### config.mk
export PLATFORM = sky130hd
export DESIGN_NAME = button_conditioner
export DESIGN_NICKNAME = d
export VERILOG_FILES = /design/src/rtl/button_conditioner.sv
export SDC_FILE = /design/constraint.sdc
export NUM_CORES = 1
export LEC_CHECK = 0
export ABC_AREA = 0
export BUFFER_PORTS_ARGS = -buffer_cell sky130_fd_sc_hd__buf_2
export CAP_MARGIN = 30
export CORE_MARGIN = 2
export CORE_UTILIZATION = 35
export CTS_BUF_LIST = sky130_fd_sc_hd__clkbuf_2 sky130_fd_sc_hd__clkbuf_4 sky130_fd_sc_hd__clkbuf_8
export DETAILED_ROUTE_END_ITERATION = 6
export PLACE_DENSITY_LB_ADDON = 0.2
export REMOVE_ABC_BUFFERS = 1
export SYNTH_ARGS = -nofsm -noshare
export SYNTH_HDL_FRONTEND = slang
export SYNTH_SLANG_ARGS = --single-unit
### constraint.sdc
create_clock -name CLK_25MHZ -period 5.7 [get_ports CLK_25MHZ]
set_input_delay 1.71 -clock CLK_25MHZ [delete_from_list [all_inputs] [get_ports CLK_25MHZ]]
set_output_delay 1.71 -clock CLK_25MHZ [all_outputs]
set_load 0.02 [all_outputs]
### src/rtl/button_conditioner.sv
// Button conditioner: synchronises and debounces one raw push-button pin and
// produces a clean level, press/release pulses and an optional hold-to-repeat train.
module button_conditioner #(
   parameter int DEBOUNCE_CYCLES = 250000,
   parameter bit ACTIVE_LOW_IN   = 1'b0,
   parameter bit REPEAT_EN       = 1'b0,
   parameter int REPEAT_DELAY    = 6250000,
   parameter int REPEAT_PERIOD   = 2500000
) (
   input  logic CLK_25MHZ,
   input  logic RESET_N,
   input  logic BTN_IN,
   output logic BTN_LEVEL,
   output logic BTN_PRESS,
   output logic BTN_RELEASE,
   output logic BTN_REPEAT
);

   localparam int DB_W    = $clog2(DEBOUNCE_CYCLES + 1);
   localparam int RPT_MAX = (REPEAT_DELAY > REPEAT_PERIOD) ? REPEAT_DELAY : REPEAT_PERIOD;
   localparam int RPT_W   = $clog2(RPT_MAX + 1);

   localparam logic [DB_W-1:0]  DB_MAX  = DB_W'(DEBOUNCE_CYCLES);
   localparam logic [DB_W-1:0]  DB_ONE  = DB_W'(1);
   localparam logic [RPT_W-1:0] RPT_DLY = RPT_W'(REPEAT_DELAY);
   localparam logic [RPT_W-1:0] RPT_PER = RPT_W'(REPEAT_PERIOD);
   localparam logic [RPT_W-1:0] RPT_TOP = RPT_W'(RPT_MAX);

   localparam logic [1:0] ST_RELEASED     = 2'd0;
   localparam logic [1:0] ST_PRESS_WAIT   = 2'd1;
   localparam logic [1:0] ST_PRESSED      = 2'd2;
   localparam logic [1:0] ST_RELEASE_WAIT = 2'd3;

   logic             sync1, sync2, s;
   logic [1:0]       state, state_nxt;
   logic [DB_W-1:0]  dbcnt, dbcnt_nxt;
   logic             press_nxt, release_nxt;
   logic [RPT_W-1:0] rptcnt, rpt_inc, rpt_term;
   logic             rpt_first, rpt_pend, rpt_q;

   // Flops reset to the idle pin level so reset never looks like a press.
   always_ff @(posedge CLK_25MHZ or negedge RESET_N) begin
      if (!RESET_N) begin
         sync1 <= ACTIVE_LOW_IN;
         sync2 <= ACTIVE_LOW_IN;
      end else begin
         sync1 <= BTN_IN;
         sync2 <= sync1;
      end
   end

   assign s = sync2 ^ ACTIVE_LOW_IN;

   always_comb begin
      state_nxt   = state;
      dbcnt_nxt   = dbcnt;
      press_nxt   = 1'b0;
      release_nxt = 1'b0;
      case (state)
         ST_RELEASED: begin
            if (s) begin
               state_nxt = ST_PRESS_WAIT;
               dbcnt_nxt = DB_ONE;
            end
         end
         ST_PRESS_WAIT: begin
            if (!s) begin
               state_nxt = ST_RELEASED;
               dbcnt_nxt = '0;
            end else if (dbcnt == DB_MAX) begin
               state_nxt = ST_PRESSED;
               dbcnt_nxt = '0;
               press_nxt = 1'b1;
            end else begin
               dbcnt_nxt = dbcnt + DB_ONE;
            end
         end
         ST_PRESSED: begin
            if (!s) begin
               state_nxt = ST_RELEASE_WAIT;
               dbcnt_nxt = DB_ONE;
            end
         end
         ST_RELEASE_WAIT: begin
            if (s) begin
               state_nxt = ST_PRESSED;
               dbcnt_nxt = '0;
            end else if (dbcnt == DB_MAX) begin
               state_nxt   = ST_RELEASED;
               dbcnt_nxt   = '0;
               release_nxt = 1'b1;
            end else begin
               dbcnt_nxt = dbcnt + DB_ONE;
            end
         end
         default: begin
            state_nxt = ST_RELEASED;
            dbcnt_nxt = '0;
         end
      endcase
   end

   always_ff @(posedge CLK_25MHZ or negedge RESET_N) begin
      if (!RESET_N) begin
         state       <= ST_RELEASED;
         dbcnt       <= '0;
         BTN_LEVEL   <= 1'b0;
         BTN_PRESS   <= 1'b0;
         BTN_RELEASE <= 1'b0;
      end else begin
         state       <= state_nxt;
         dbcnt       <= dbcnt_nxt;
         BTN_LEVEL   <= (state_nxt == ST_PRESSED) || (state_nxt == ST_RELEASE_WAIT);
         BTN_PRESS   <= press_nxt;
         BTN_RELEASE <= release_nxt;
      end
   end

   // rptcnt only advances while settled in PRESSED, so a release bounce stretches the phase.
   assign rpt_term = rpt_first ? RPT_DLY : RPT_PER;
   assign rpt_inc  = (rptcnt == RPT_TOP) ? rptcnt : rptcnt + RPT_W'(1);

   always_ff @(posedge CLK_25MHZ or negedge RESET_N) begin
      if (!RESET_N) begin
         rptcnt    <= '0;
         rpt_first <= 1'b1;
         rpt_pend  <= 1'b0;
         rpt_q     <= 1'b0;
      end else begin
         rpt_q <= 1'b0;
         if (press_nxt) begin
            rptcnt    <= '0;
            rpt_first <= 1'b1;
            rpt_pend  <= 1'b0;
         end else if (state == ST_PRESSED) begin
            if (rpt_inc == rpt_term) begin
               rptcnt    <= '0;
               rpt_first <= 1'b0;
               // a pulse due on the edge that leaves PRESSED waits for the bounce to resolve
               if (s) rpt_q    <= 1'b1;
               else   rpt_pend <= 1'b1;
            end else begin
               rptcnt <= rpt_inc;
            end
         end else if (state == ST_RELEASE_WAIT) begin
            if (s && rpt_pend) begin
               rpt_q    <= 1'b1;
               rpt_pend <= 1'b0;
            end else if (release_nxt) begin
               rpt_pend <= 1'b0;
            end
         end
      end
   end

   assign BTN_REPEAT = REPEAT_EN ? rpt_q : 1'b0;

endmodule

==> flow_summary.toml <==
[power_and_ir_drop]
ir_worst_vdd_mv = 0.131
power.net_switching_w = 0.0000746
leakage_nw = 0.664
p_int_w = 0.000237
swShare_pct = 23.9
power.share.sequential_pct = 59.1
power_density_nw_per_um2 = 218
clkPwrFrac_pct = 33.6
pwr-share-comb_pct = 7.4

[worst_setup_path]
path_delay_family = "flip-flops"
cp-startpoint = "BTN_RELEASE"
critPathSlowestCell = "dfrtp_1"
rr_startpoint = "dbcnt[8]"
reg2reg_depth = 4
r2r_end = "dbcnt[14]"
arrival_ps = 790
cp_max_fo = 1
end_kind = "output pin"
cpPeakStageDelay_ps = 370
crit_required_ps = 3990
path_buf_inv = 1
cp-start-kind = "flip-flop"
regToRegSetupSlack_ps = 3410
crit_type = "reg2out"
path_cells = "buf_2"

[cells_and_area]
n_antenna_cell = 0
fillers = 378
area_growth_pct = 7.01
multiInputGateArea_um2 = 646
layout_common_cells = "25 x dfrtp_1, 14 x o21ai_0, 10 x nor2_1, 10 x nand2_1"
seqCellArea_um2 = 626
layout_commonest_cell = "dfrtp_1"
nets = 152
layout-drive-gt1-share_pct = 11.0

[clock_tree]
clockBufferDepth = 2
htree_levels = 1
worstSkewPairLatency_ps = 270
cts_buffers = 3
holdBufCountCts = 0
clockRootBuffer = "clkbuf_8"
post_cts_resized = 0
cts_tree = "built"
path_clk_slew_ps = 90
clock-sinks = 25
cts_setup_buffers = 0

[yosys]
ys_types = 34
yosysTopAreaCell = "dfrtp_1"
yosysWarnings = 0
yosysSeqAreaShare_pct = 46.7
synth_cells = 142
avgSynthCellArea_um2 = 9.43
async_reset_ff_share_pct = 100
synth-edff-count = 0
synth_seq_cells = 25
synth_ff_type = "dfrtp_1"
netlist_area_um2 = 1340
synth_top_area_share_pct = 46.7
ys_top_cells_by_area = "dfrtp_1 47%, o21ai_0 5.2%, a21o_1 3.9%"

[detailed_routing]
routedWlPerCell_um = 13.9
drt_pre_antenna_iters = 4
drc_errors = 0
drt_iter0_drc = 101
vias_per_cell = 5.36
ant_nets = 0
vias = 1040
wl_mm = 2.70

[grt]
met3_usage_pct = 3.58
overflow = 0
grt_pass1_wl_mm = 4.80
use_met1_pct = 18.6
track_usage_pct = 14.5
antenna_found_initial = 0
grt_max_degree = 26
grt-busiest-layer = "met2"
grt_use_met2_pct = 24.7
grt_pass1_vias = 1027

[placed_design]
globalplace.congestion = 0.885
dp_slack_ps = 3450
portBuffers = 5
place_hpwl_mm = 1.96

[sta]
fmax_mhz = 400
worstMarginPinSlew_ps = 710
rsz0062_at_grt = "false"
setup_violations = 0
slew_viol_final = 0
fin_tns_setup_ps = 0
finalHoldViolations = 0
skew_ps = 12.2
worst_slack_ps = 3200
finalCritPeriodShare_pct = 43.8
period_minus_slack_ps = 2500
relSlewSlack_pct = 52.5

[run_status]
status = "finished clean"

[die]
rows = 22
die_area_um2 = 4340
fp.dieW_um = 65.8
core_area_um2 = 3660
die_y_um = 65.8
ios = 7
floorplan.initialDensity_pct = 36.6

[flow_run]
cap_viol_max_count = 0

[hold_path]
min_to = "s"
hp-start = "sync1"
hp-class = "reg2reg"
worstHoldPathCells = 0
## worst max path at each step
stage,slack [ps],cells after the start,to
6_report,3200,1,BTN_RELEASE
5_1_grt,3160,1,BTN_RELEASE
4_1_cts,3190,1,BTN_RELEASE
3_5_place_dp,3450,4,dbcnt[14]
3_3_place_gp,3510,1,BTN_LEVEL
2_1_floorplan,3570,0,BTN_LEVEL
## logic make-up after synthesis
logic type,after synthesis,share of synthesized area (%)
multiplexers,3,2.43
XOR/XNOR,1,0.654
adder cells (fa/ha/maj),2,1.87
AND/OR/NAND/NOR,60,24.7
other,1,0.280
flip-flops,25,46.7
buffers and inverters,13,5.05
AO/OA/AOI/OAI,37,18.3
## registers in the layout (all words and copies together) (netlist names)
register,count
dbcnt,18
s,1
BTN_RELEASE,1
BTN_LEVEL,1
BTN_PRESS,1
state,2
sync1,1
## metrics by stage
step	instance area (um^2)	total power [W]	hold slack, ps	cells	util [%]
after global placement	1390	0.000210	337	190	37.9
after detailed placement	1390	0.000211	344	190	37.9
after global routing	1430	0.000330	375	194	39.1
final	1430	0.000312	356	194	39.1
after floorplan	1300	0.000202	331	137	-
after CTS	1430	0.000316	364	194	39.1
## layer usage
layer  share of wire (%)  up-vias
met4                 1.0        0
met1                  48      507
li1                    -      518
met5                   0        -
met2                  48       13
met3                 2.4        2
## synthesized netlist by cell type, drive strengths merged (2+ instances only)
| library cell | number |
|---|---|
| and2 | 3 |
| ha | 2 |
| o21ai | 15 |
| clkbuf | 2 |
| a21o | 7 |
| mux2 | 2 |
| nand2 | 10 |
| and3 | 5 |
| nor2 | 10 |
| nor3 | 4 |
| a21oi | 8 |
| nand3 | 7 |
| dfrtp | 25 |
| nor4 | 2 |
| nand4 | 5 |
| buf | 3 |
| nor3b | 6 |
| or3 | 5 |
| a31oi | 2 |
| inv | 8 |
## power groups by stage
stage / clock, W / sequential [W] / combinational (W)
6_report: 0.000105 / 0.000184 / 0.0000230
3_5_place_dp: 0 / 0.000188 / 0.0000233
3_3_place_gp: 0 / 0.000188 / 0.0000228
4_1_cts: 0.000109 / 0.000184 / 0.0000234
5_1_grt: 0.000118 / 0.000185 / 0.0000269
2_1_floorplan: 0 / 0.000187 / 0.0000147
## area by class of cell
| type | instances | area share [%] |
|---|---|---|
| Clock inverter | 1 | 0.349 |
| Sequential cell | 25 | 43.7 |
| Inverter | 8 | 2.10 |
| Clock buffer | 3 | 2.88 |
| Multi-Input combinational cell | 104 | 45.1 |
| Timing Repair Buffer | 5 | 1.75 |
| Tap cell | 48 | 4.19 |
Power figures use the tool's default switching activity.
